<file path="src/rtl/a2s_pkg.sv">
// rtl/a2s_pkg.sv - shared constants and handshake state type for the async-to-sync receiver
// Contents:
//   A2S_DW       default data word width
//   a2s_state_e  handshake FSM state (IDLE: So=0, ACK: So=1)
package a2s_pkg;

    localparam int A2S_DW = 64;

    typedef enum logic {
        IDLE = 1'b0,
        ACK  = 1'b1
    } a2s_state_e;

endpackage

</file>
<file path="src/rtl/a2s_rx_fifo.sv">
// rtl/a2s_rx_fifo.sv - first-word-fall-through FIFO behind the async-to-sync receiver
// Parameters: DW word width, DEPTH words (power of 2, >= 2)
// Ports:
//   clk, reset      clock, synchronous active-high reset
//   push, din, full write side; a push is ignored while full
//   pop, dout, empty read side; dout is the head word, zero while empty
//   level           words stored, wr_ptr - rd_ptr
module a2s_rx_fifo #(
    parameter int DW    = 64,
    parameter int DEPTH = 4
) (
    input  logic                     clk,
    input  logic                     reset,
    input  logic                     push,
    input  logic [DW-1:0]            din,
    output logic                     full,
    input  logic                     pop,
    output logic [DW-1:0]            dout,
    output logic                     empty,
    output logic [$clog2(DEPTH):0]   level
);

    localparam int AW = $clog2(DEPTH);

    logic [DW-1:0] mem [DEPTH];
    logic [AW:0]   wr_ptr;
    logic [AW:0]   rd_ptr;
    logic          do_push;
    logic          do_pop;

    // The extra pointer bit distinguishes full from empty when the indices match.
    assign level   = wr_ptr - rd_ptr;
    assign full    = (level == (AW+1)'(DEPTH));
    assign empty   = (wr_ptr == rd_ptr);
    assign do_push = push && !full;
    assign do_pop  = pop && !empty;
    assign dout    = empty ? '0 : mem[rd_ptr[AW-1:0]];

    always_ff @(posedge clk) begin
        if (reset) begin
            wr_ptr <= '0;
            rd_ptr <= '0;
        end else begin
            if (do_push) wr_ptr <= wr_ptr + 1'b1;
            if (do_pop)  rd_ptr <= rd_ptr + 1'b1;
        end
    end

    // Storage needs no reset: contents are unobservable until written.
    always_ff @(posedge clk) begin
        if (do_push) mem[wr_ptr[AW-1:0]] <= din;
    end

endmodule

</file>
<file path="src/rtl/a2s_sync_rx.sv">
// rtl/a2s_sync_rx.sv - receive side of a 4-phase async-to-sync bridge with FWFT output FIFO
// Parameters: DW word width, DEPTH FIFO words (power of 2, >= 2), SYNC_STAGES (>= 2)
// Ports:
//   CLK, RESET        clock, synchronous active-high reset
//   Si, Din           asynchronous request and bundled data from the sender
//   So                registered acknowledge back to the sender
//   m_data, m_valid   FIFO head word and its valid flag
//   m_ready           consumer accept; pop on m_valid && m_ready
//   fifo_level        words stored
//   token_count       pushes since reset, wrapping (only with A2S_RX_TOKEN_COUNT_EN)
module a2s_sync_rx
    import a2s_pkg::*;
#(
    parameter int DW          = A2S_DW,
    parameter int DEPTH       = 4,
    parameter int SYNC_STAGES = 2
) (
    input  logic                     CLK,
    input  logic                     RESET,
    input  logic                     Si,
    input  logic [DW-1:0]            Din,
    output logic                     So,
    output logic [DW-1:0]            m_data,
    output logic                     m_valid,
    input  logic                     m_ready,
    output logic [$clog2(DEPTH):0]   fifo_level
`ifdef A2S_RX_TOKEN_COUNT_EN
    ,
    output logic [31:0]              token_count
`endif
);

    logic [SYNC_STAGES-1:0] sync_q;
    logic                   si_s;
    a2s_state_e             state_q;
    a2s_state_e             state_d;
    logic                   push;
    logic                   full;
    logic                   empty;

    always_ff @(posedge CLK) begin
        if (RESET) sync_q <= '0;
        else       sync_q <= {sync_q[SYNC_STAGES-2:0], Si};
    end
    assign si_s = sync_q[SYNC_STAGES-1];

    always_ff @(posedge CLK) begin
        if (RESET) state_q <= IDLE;
        else       state_q <= state_d;
    end

    // Holding IDLE while full withholds So, which stalls the sender.
    always_comb begin
        state_d = state_q;
        push    = 1'b0;
        case (state_q)
            IDLE: begin
                if (si_s && !full) begin
                    state_d = ACK;
                    push    = 1'b1;
                end
            end
            ACK: begin
                if (!si_s) state_d = IDLE;
            end
            default: state_d = IDLE;
        endcase
    end

    assign So      = (state_q == ACK);
    assign m_valid = !empty;

    a2s_rx_fifo #(
        .DW    (DW),
        .DEPTH (DEPTH)
    ) u_fifo (
        .clk   (CLK),
        .reset (RESET),
        .push  (push),
        .din   (Din),
        .full  (full),
        .pop   (m_ready),
        .dout  (m_data),
        .empty (empty),
        .level (fifo_level)
    );

`ifdef A2S_RX_TOKEN_COUNT_EN
    always_ff @(posedge CLK) begin
        if (RESET)     token_count <= '0;
        else if (push) token_count <= token_count + 32'd1;
    end
`endif

endmodule
</file>
<file path="config.mk">
export PLATFORM = sky130hd
export DESIGN_NAME = a2s_sync_rx
export DESIGN_NICKNAME = d
export VERILOG_FILES = /design/src/rtl/a2s_pkg.sv /design/src/rtl/a2s_rx_fifo.sv /design/src/rtl/a2s_sync_rx.sv
export SDC_FILE = /design/constraint.sdc
export NUM_CORES = 1
export LEC_CHECK = 0
export ABC_AREA = 1
export BUFFER_PORTS_ARGS = -buffer_cell sky130_fd_sc_hd__buf_4
export CORE_ASPECT_RATIO = 0.5
export CORE_MARGIN = 1
export CORE_UTILIZATION = 50
export CTS_CLUSTER_SIZE = 14
export DETAILED_ROUTE_END_ITERATION = 10
export GPL_TIMING_DRIVEN = 0
export PLACE_DENSITY_LB_ADDON = 0.15
export SYNTH_ARGS = -nofsm -noshare
export SYNTH_HDL_FRONTEND = slang
export SYNTH_HIERARCHICAL = 1
export SYNTH_SLANG_ARGS = --single-unit
export TNS_END_PERCENT = 100
</file>
<file path="constraint.sdc">
create_clock -name CLK -period 5.8 [get_ports CLK]
set_input_delay 0.87 -clock CLK [delete_from_list [all_inputs] [get_ports CLK]]
set_output_delay 0.87 -clock CLK [all_outputs]
set_load 0.02 [all_outputs]
</file>
==> results of run 1 <==
## through the flow
stage / hold WS [ns] / area (um2) / std cells / util / power (mW)
5_1_grt: 0.454 / 12800 / 1303 / 0.621 / 6.45
3_3_place_gp: 0.392 / 11900 / 1255 / 0.578 / 4.70
2_1_floorplan: 0.388 / 10600 / 846 / - / 3.73
4_1_cts: 0.410 / 12800 / 1303 / 0.621 / 6.18
6_report: 0.410 / 12800 / 1303 / 0.621 / 6.12
3_5_place_dp: 0.399 / 12100 / 1262 / 0.587 / 4.73
## power breakdown
part	internal, mW	leakage (nW)	switching (mW)
logic	0.883	1.95	1.56
registers	2.20	2.40	0.0298
clock network	0.812	0.351	0.636
## cells by family after synthesis
family	after synthesis	synth area share
compound gates	199	0.0949
fa+ha+maj	8	0.0102
xor+xnor	1	0.000828
flops	267	0.748
buf+inv	73	0.0394
simple gates	298	0.107
## layer usage
metal | GRT usage | wire, um | up-vias
met5 | 0 | 0 | -
met4 | 0.0386 | 228 | 0
met3 | 0.0340 | 1170 | 23
met2 | 0.367 | 11500 | 172
met1 | 0.297 | 10400 | 3297
li1 | - | - | 3297
## worst max-delay path, delay by kind of cell (launching register included)
family	cells	cell delay, ns
adder cells (fa/ha/maj)	2	0.60
AND/OR/NAND/NOR	6	1.67
buffers and inverters	5	0.71
flip-flops	1	0.40
## area by class of cell
type	instances	share of cell area
plain buffers	48	0.0252
clock buffers	35	0.0533
clock inverters	6	0.00215
inverters	25	0.00751
multi-input cells	506	0.177
flip-flops and latches	267	0.617
well taps	273	0.0266
repair buffers	143	0.0911
## worst max path at each step
stage / start / cells after the start / endpoint
finish: u_fifo/wr_ptr[0]$_SDFFE_PP0P_ / 13 / u_fifo/mem[2][38]$_DFFE_PP_
global route: u_fifo/wr_ptr[0]$_SDFFE_PP0P_ / 13 / u_fifo/mem[2][12]$_DFFE_PP_
CTS: u_fifo/wr_ptr[0]$_SDFFE_PP0P_ / 13 / u_fifo/mem[2][38]$_DFFE_PP_
detailed placement: u_fifo/wr_ptr[0]$_SDFFE_PP0P_ / 13 / u_fifo/mem[2][32]$_DFFE_PP_
global placement: u_fifo/wr_ptr[0]$_SDFFE_PP0P_ / 11 / u_fifo/mem[1][27]$_DFFE_PP_
floorplan: u_fifo/wr_ptr[0]$_SDFFE_PP0P_ / 11 / u_fifo/mem[0][0]$_DFFE_PP_
## layout by cell type, fill, tap and decap left out, types with 2 or more instances in the layout
cell type / n
a21oi_1: 68
buf_1: 4
buf_12: 6
buf_2: 9
buf_4: 145
buf_6: 13
clkbuf_1: 21
clkbuf_16: 25
clkbuf_8: 2
clkinv_1: 2
clkinv_2: 4
dfxtp_1: 11
edfxtp_1: 256
ha_1: 7
inv_1: 22
inv_2: 2
nand2_1: 20
nand3_1: 4
nor2_1: 269
nor2_4: 3
o21ai_0: 120
o21ai_1: 9
## flip-flops by register name (all words and copies together) (netlist names), named ones only
register and count:
So 1, u_fifo/rd_ptr 3, sync_q 2, u_fifo/wr_ptr 3, u_fifo/mem 256
==> run metrics, run 1 <==
Hold Startpoint sync_q[0]$_SDFF_PP0_; WL final 23.3 mm; count of final setup violators 0; reg2reg setup slack around 2.1 ns; worst hold path type reg -> reg; CP max stage cell nor2_4; final net count ~1100; R2R cell count 13; Post-synth EDFFs 256; CTS root buf clkbuf_16; Synth area leader edfxtp_1; Vias approximately 6800; CP Cell Sequence inv_1 > ha_1 > fa_1 > nand3b_1 > nand3_2 > inv_1 > inv_1 > nand2_1 > nor2_1 > nand2_1 > nor2_4 > buf_12 > buf_16; Max-Cap Viols 0; fmax about 270 MHz; CTS Hold Bufs 0; Crit Path Category reg -> reg; max-slew headroom at the worst pin 0.413; Max Slew Vio Count 0; CTS sink cnt ~270; Layout area overhead 21.2%; largest net degree at the start of global routing 34; Crit Path Max Fanout 25; Yosys cell types 22; PnR worst setup slack ~2.1 ns; Worst Setup End Kind register; Hold Path Depth 2; end of the worst register-to-register path u_fifo/mem[2][38]$_DFFE_PP_; Setup WS pre-CTS 2.07 ns; antenna violations before repair 0; Chip Width between 200 and 250 um; Initial Util 0.512; ANT nets after route 0; outcome finished clean; vias in the first global route around 6600; startpoint type of the worst setup path register; n_diodes 0; VDD IR max between 0.2 and 0.25 mV; post-synthesis register bit count 267; CP required between 6 and 7 ns; CTS HTree Levels 1; Worst R2R Start u_fifo/wr_ptr[0]$_SDFFE_PP0P_; Filler cells 1584; area taken by multi-input logic gates around 2300 um2; Core ar. 20600 um2; row cnt 37; Mapped Cells ~850; PortBufs around 140; Post-Syn Area 10600 um2; synth cell count leaders nor2_1, edfxtp_1, o21ai_0, a21oi_1, inv_1; post-CTS setup buffers 0; Yosys top cell area share 0.727; full die area ~22000 um2; drt first pass iters 7; count leader, synth nor2_1; synth top area cells edfxtp_1, nor2_1, o21ai_0; fraction of registers with async set/reset 0; syn_nets between 900 and 1000; drc violations 0; post-CTS sizing 0; DR WL/cell 17.9 um; layout cells sized above 1 0.208; grt ovf 0; placer congestion estimate 0.758; CP arrival around 3.9 ns; Hold EP sync_q[1]$_SDFF_PP0_; DP HPWL ~14 mm; Hold Violations, Final 0; RSZ-0062 raised after global routing no; clk slew on worst S/H paths 0.06 ns; fin crit share 0.638; Clk Latency, worst-skew pair 0.51 ns; Main synth FF type edfxtp_1; Initial DRC Count between 400 and 500; Setup TNS 0 ns; worst slew pin tran ~0.88 ns; pwr dens approximately 480 nW/um2; synth warn 6; Max Root-Sink Buffers 3; Final Critical Period roughly 3.7 ns; vias per cell 5.21; Final Skew about 0.011 ns; most frequent CP cell inv_1; Ports ~140; register area roughly 7900 um2; Crit path largest cell delay about 0.73 ns; TritonCTS clock tree done; gr usage total 0.215; Pleak between 4 and 5 nW; total CTS buffers 24; post-synthesis sequential area ratio 0.748; die height about 100 um; first-pass GRT wire length around 36 mm; Syn Area/Cell approximately 13 um2
(Power assumes the default switching activity.)
==> run 2: changes to the inputs <==
Settings changed: ABC_AREA 1 to 0.
Clock period 5.8 ns to 3.2 ns, I/O delays scaled along.
==> run 2 against run 1 <==
Net effect:
- via count down 29%
- flip-flop and latch count unchanged
- register-to-register slack worse by 1.9 ns
- die area down 3.4%
- sequential share of layout area up 1.4 points
- core utilization up 1.4 points
- combinational power down 44%
==> run metrics, run 2 <==
first-pass GRT wire length 28.3 mm (-21%); Reg power frac 0.489 (+0.124); TritonCTS clock tree done; Pleak 4.28 nW (-9.0%); non-filler cells in the finished layout 918 (-30%); antenna violations before repair 0 (unchanged); end of the worst register-to-register path u_fifo/mem[3][18]$_DFFE_PP_; Chip Width 204 um (-1.7%); count leader, synth edfxtp_1; DR WL/cell 21.0 um (+17%); Yosys cell types 23 (+4.5%); CTS root buf clkbuf_16; synth warn 6 (unchanged); Max Slew Vio Count 0 (unchanged); CP Cell Sequence inv_2 > ha_1 > fa_1 > xnor3_2 > nor2_1 > nor3b_2 > o211a_4 > buf_12; row cnt 36 (-2.7%); Vias 4853 (-29%); Largest register FFs 256 (unchanged); CP required 3.40 ns (-2.61 ns); CP arrival 3.16 ns (-0.75 ns); dpl cells 869 (-31%); synth cell count leaders edfxtp_1, nor2b_1, mux4_2, clkbuf_1, dfxtp_1; pwr dens 639 nW/um2 (+34%); reg2reg setup slack 0.23 ns (-1.87 ns); Crit Path Category reg -> reg; P_int 6.06 mW (+56%); outcome finished clean; CP top delay family adder cells; gr usage total 0.185 (-0.0299); area taken by multi-input logic gates 2200 um2 (-3.2%); register area 7910 um2 (unchanged); WL final 19.3 mm (-17%); CTS Hold Bufs 0 (unchanged); DP HPWL 11.3 mm (-22%); count of final setup violators 0 (unchanged); n_diodes 0 (unchanged); Max-Cap Viols 0 (unchanged); design area 12500 um2 (-2.3%); Final Core Density 0.635 (+0.0141); Final Critical Period 2.97 ns (-0.733 ns); final net count 712 (-35%); Hold Startpoint Din[61]; layout cells sized above 1 0.406 (+0.199); Setup TNS 0 ns (unchanged); clock share of power 0.341 (+0.104); Final Skew 0.0175 ns (+0.00621 ns); Logic pwr share 0.170 (-0.229); full die area 21000 um2 (-3.4%); PortBufs 136 (unchanged); post-synthesis register bit count 267 (unchanged); synth top area cells edfxtp_1, mux4_2, nor2b_1; Hold WS 0.156 ns (-0.254 ns); max-slew headroom at the worst pin 0.529 (+0.116); Sw Pwr 1.95 mW (-12%); Main synth FF type edfxtp_1; Hold Path Depth 1 (-1); Syn Area/Cell 22.1 um2 (+76%); vias in the first global route 4884 (-26%); Crit path largest cell delay 0.58 ns (-0.15 ns); Initial DRC Count 242 (-47%); fmax 337 MHz (+25%); worst slew pin tran 0.707 ns (-0.171 ns); Worst R2R Start u_fifo/wr_ptr[0]$_SDFFE_PP0P_; Layout area overhead 22.7%; Hold Violations, Final 0 (unchanged); Max Root-Sink Buffers 3 (unchanged); post-placement cell area 11700 um2 (-3.5%); Synth area leader edfxtp_1; Filler cells 1410 (-11%); grt ovf 0 (unchanged); placer congestion estimate 0.698 (-8.0%); CTS HTree Levels 1 (unchanged); drt first pass iters 4 (-3); commonest non-fill, non-tap cell in the layout edfxtp_1; Hold EP u_fifo/mem[2][61]$_DFFE_PP_; Post-Syn Area 10200 um2 (-3.5%); post-synthesis sequential area ratio 0.774 (+0.0267); die height 103 um (-1.7%); vias per cell 5.29 (+1.5%); switch share 0.243 (-0.120); Post-synth EDFFs 256 (unchanged); startpoint type of the worst setup path register; Yosys top cell area share 0.753 (+0.0260); fraction of registers with async set/reset 0 (unchanged); CTS sink cnt 267 (unchanged); clk slew on worst S/H paths 0.07 ns (about the same); Core ar. 19700 um2 (-4.4%); CP max stage cell o211a_4; R2R cell count 8 (-5); Worst Setup End Kind register; Clk Latency, worst-skew pair 0.52 ns (about the same); Mapped Cells 463 (-45%); CP bufs+invs 2 (-3); ANT nets after route 0 (unchanged); Initial Util 0.518 (+0.00533); worst hold path type in -> reg; total CTS buffers 24 (unchanged); syn_nets 539 (-42%); Crit Path Max Fanout 33 (+32%); RSZ-0062 raised after global routing no; VDD IR max 0.398 mV (+70%); fin crit share 0.927 (+0.289); drc violations 0 (unchanged); Ports 137 (unchanged); largest net degree at the start of global routing 40 (+18%); most frequent cells in the layout edfxtp_1, buf_4, nor2b_1, mux4_2, clkbuf_16
run 2: cell count changes after synthesis, sizes merged, moves of 3 or more:
cell / delta
a21oi: -69
and2: +3
buf: -26
inv: -18
mux4: +64
nand2: -18
nand3: -5
nor2: -263
nor2b: +68
o21ai: -128
run 2: repair_timing:
| action | CTS | global route |
|---|---|---|
| pin swaps | 3 | 2 |
| hold endpoints to repair | 0 | 0 |
| gates resized for setup | 7 | 3 |
| setup endpoints to repair | 202 | 128 |
| gates cloned | 3 | 0 |
| setup buffers | 3 | 1 |
run 2: worst reg2reg max path, stage by stage (launching register included):
cell	delay, ns
dfxtp_1	0.38
inv_2	0.08
ha_1	0.21
fa_1	0.37
xnor3_2	0.30
nor2_1	0.10
nor3b_2	0.27
o211a_4	0.58
buf_12	0.31
run 2: through the flow:
step | total power [mW] | setup WS, ns
global route | 8.30 | 0.0360
global placement | 5.34 | -0.809
finish | 8.01 | 0.233
floorplan | 4.81 | 0.0172
CTS | 8.09 | 0.0192
detailed placement | 5.37 | -0.182
run 2: cell families (layout without fill, tap and decap cells):
kind of cell,count (synthesis),count (layout),share of synthesized area
compound gates,4,4,0.00306
xor+xnor,6,6,0.00662
fa+ha+maj,8,8,0.0105
buf+inv,28,216,0.0129
mux,66,66,0.143
flops,267,267,0.774
simple gates,84,85,0.0495
run 2: final cells by class:
type,instances,share of cell area
Buffer,21,0.00909
Clock buffer,35,0.0537
Timing Repair Buffer,146,0.0972
Sequential cell,267,0.631
Clock inverter,7,0.00449
Inverter,7,0.00210
Tap cell,266,0.0266
Multi-Input combinational cell,169,0.176
run 2: layer usage:
metal | vias to the layer above | routed length (um) | global-route usage
li1 | 2203 | - | -
met2 | 96 | 9500 | 0.302
met5 | - | 0 | 0
met3 | 29 | 768 | 0.0408
met1 | 2525 | 8710 | 0.261
met4 | 0 | 318 | 0.0390
run 2: how the worst max path moves through the flow:
stage | from | depth (start not counted) | end
floorplan | u_fifo/wr_ptr[0]$_SDFFE_PP0P_ | 8 | u_fifo/mem[0][0]$_DFFE_PP_
global placement | u_fifo/wr_ptr[0]$_SDFFE_PP0P_ | 8 | u_fifo/mem[0][27]$_DFFE_PP_
detailed placement | u_fifo/wr_ptr[0]$_SDFFE_PP0P_ | 9 | u_fifo/mem[0][27]$_DFFE_PP_
CTS | u_fifo/wr_ptr[0]$_SDFFE_PP0P_ | 9 | u_fifo/mem[0][28]$_DFFE_PP_
global route | u_fifo/wr_ptr[0]$_SDFFE_PP0P_ | 8 | u_fifo/mem[3][18]$_DFFE_PP_
finish | u_fifo/wr_ptr[0]$_SDFFE_PP0P_ | 8 | u_fifo/mem[3][18]$_DFFE_PP_
run 2: power groups by stage:
| stage | Clock, mW | Sequential (mW) | Combinational, mW |
|---|---|---|---|
| 5_1_grt | 2.91 | 3.92 | 1.47 |
| 3_3_place_gp | 0 | 4.00 | 1.34 |
| 2_1_floorplan | 0 | 3.99 | 0.818 |
| 6_report | 2.73 | 3.92 | 1.36 |
| 4_1_cts | 2.78 | 3.92 | 1.39 |
| 3_5_place_dp | 0 | 3.99 | 1.37 |
==> run 3: changes to the inputs <==
Settings changed: CELL_PAD_IN_SITES_DETAIL_PLACEMENT set to 1, CELL_PAD_IN_SITES_GLOBAL_PLACEMENT set to 2, CORE_UTILIZATION 50 to 40, CTS_CLUSTER_DIAMETER set to 50, PLACE_DENSITY_LB_ADDON 0.15 to 0.2.
==> run 3 against run 2 <==
Net effect:
- core utilization is 12 points lower
- non-clock buffer count up 2
- clock power fell by 8.4%
- via count is 0.87% higher
- register-to-register slack lost 0.09 ns
- first-iteration DRC count up 6.2%
- clock skew decreased by 0.0015 ns
- setup slack worse by 0.085 ns
- clock-buffer cell count shrank 4
- flip-flop and latch count stayed put
- critical endpoint is now u_fifo/mem[3][15]$_DFFE_PP_
==> run metrics, run 3 (synthesized netlist as in run 2, its figures left out) <==
placer congestion estimate 0.667 (-4.4%); VDD IR max 0.338 mV (-15%); Chip Width 228 um (+12%); Max-Cap Viols 0 (unchanged); Largest register FFs 256 (unchanged); CP required 3.39 ns (about the same); fmax 328 MHz (-2.8%); non-filler cells in the finished layout 982 (+7.0%); Worst Setup End Kind register; CP Cell Sequence inv_1 > ha_1 > fa_1 > xnor3_2 > nor2_1 > nor3b_4 > o211a_4 > buf_12; worst slew pin tran 0.670 ns (-0.0361 ns); most frequent cells in the layout edfxtp_1, buf_4, nor2b_1, mux4_2, clkbuf_16; outcome finished clean; PortBufs 136 (unchanged); Crit Path Max Fanout 33 (unchanged); Max Root-Sink Buffers 3 (unchanged); DR WL/cell 21.7 um (+3.1%); antenna violations before repair 0 (unchanged); largest net degree at the start of global routing 47 (+18%); CP top delay family adder cells; drt first pass iters 4 (unchanged); WL final 21.3 mm (+10%); startpoint type of the worst setup path register; Vias 4895 (+0.87%); CP bufs+invs 2 (unchanged); Clk Latency, worst-skew pair 0.52 ns (about the same); Initial DRC Count 257 (+6.2%); CTS sink cnt 267 (unchanged); Initial Util 0.416 (-0.101); vias per cell 4.98 (-5.7%); n_diodes 0 (unchanged); die height 115 um (+12%); design area 12500 um2 (unchanged); CTS HTree Levels 1 (unchanged); CTS root buf clkbuf_16; dpl cells 939 (+8.1%); Pleak 4.23 nW (-1.2%); Core ar. 24500 um2 (+24%); fin crit share 0.954 (+0.0267); Final Critical Period 3.05 ns (+0.0854 ns); Filler cells 2254 (+60%); max-slew headroom at the worst pin 0.553 (+0.0241); post-placement cell area 11800 um2 (+0.75%); total CTS buffers 23 (-4.2%); clk slew on worst S/H paths 0.07 ns (about the same); DP HPWL 12.8 mm (+14%); worst hold path type in -> reg; full die area 26200 um2 (+25%); ANT nets after route 0 (unchanged); final net count 715 (+0.42%); layout cells sized above 1 0.406 (-0.000869); pwr dens 623 nW/um2 (-2.6%); vias in the first global route 5354 (+9.6%); CP max stage cell o211a_4; CP arrival 3.25 ns (+0.09 ns); Crit Path Category reg -> reg; Hold Violations, Final 0 (unchanged); grt ovf 0 (unchanged); gr usage total 0.163 (-0.0224); first-pass GRT wire length 31.7 mm (+12%); Setup TNS 0 ns (unchanged); Ports 137 (unchanged); Crit path largest cell delay 0.44 ns (-0.14 ns); count of final setup violators 0 (unchanged); Layout area overhead 22.7% (unchanged); Final Skew 0.0161 ns (-0.00148 ns); Max Slew Vio Count 0 (unchanged); row cnt 40 (+11%); drc violations 0 (unchanged); TritonCTS clock tree done; commonest non-fill, non-tap cell in the layout edfxtp_1
[run 3: cell types whose count changed in the layout (fill, tap and decap cells not counted), sizes merged]
cell,before,now
clkinv,6,1
buf,153,157
clkbuf,47,43
bufbuf,2,0
and2,4,5
bufinv,1,0
o211a,1,2
[run 3: stage by stage]
stage	hold WS [ns]	power (mW)	utilization	setup WS (ns)
after CTS	0.135	7.89	0.508	0.0309
final	0.158	7.81	0.511	0.148
after global routing	0.142	8.09	0.511	-0.0112
after global placement	0.420	5.36	0.475	-0.983
after floorplan	0.414	4.81	-	0.0172
after detailed placement	0.438	5.39	0.480	-0.293
[run 3: final timing paths]
path | from | to | slack, ns | cells past startpoint
hold / removal | Din[49] | u_fifo/mem[3][49]$_DFFE_PP_ | 0.16 | 1
setup / recovery | u_fifo/wr_ptr[0]$_SDFFE_PP0P_ | u_fifo/mem[3][15]$_DFFE_PP_ | 0.15 | 8
hold reg to reg | sync_q[0]$_SDFF_PP0_ | sync_q[1]$_SDFF_PP0_ | 0.45 | 1
setup reg to reg | u_fifo/wr_ptr[0]$_SDFFE_PP0P_ | u_fifo/mem[3][15]$_DFFE_PP_ | 0.15 | 8
[run 3: power breakdown]
part	internal [mW]	switching, mW
Clock	1.31	1.18
Sequential	3.90	0.0180
Combinational	0.638	0.752
[run 3: final cells by class]
cell class,count,area (um2),share of cell area
multi-input combinational,171,2230,0.178
inverter,7,26.3,0.00210
buffer,21,119,0.00948
timing repair buffer,148,1200,0.0961
clock inverter,1,16.3,0.00130
sequential,267,7910,0.631
clock buffer,31,606,0.0483
tap,336,420,0.0335
[run 3: timing repair]
item	CTS	global route
resized for setup	7	10
endpoints found under the setup margin	222	105
buffers inserted	5	2
pin swaps	3	2
gates cloned	2	2
hold buffers	0	0
[run 3: routing by layer]
metal  GRT usage  vias to the layer above  wire length (um)
met5           0                        -                 0
met1       0.213                     2594              9260
met3      0.0317                       27               641
li1            -                     2208                 -
met2       0.286                       66             11000
met4      0.0358                        0               393
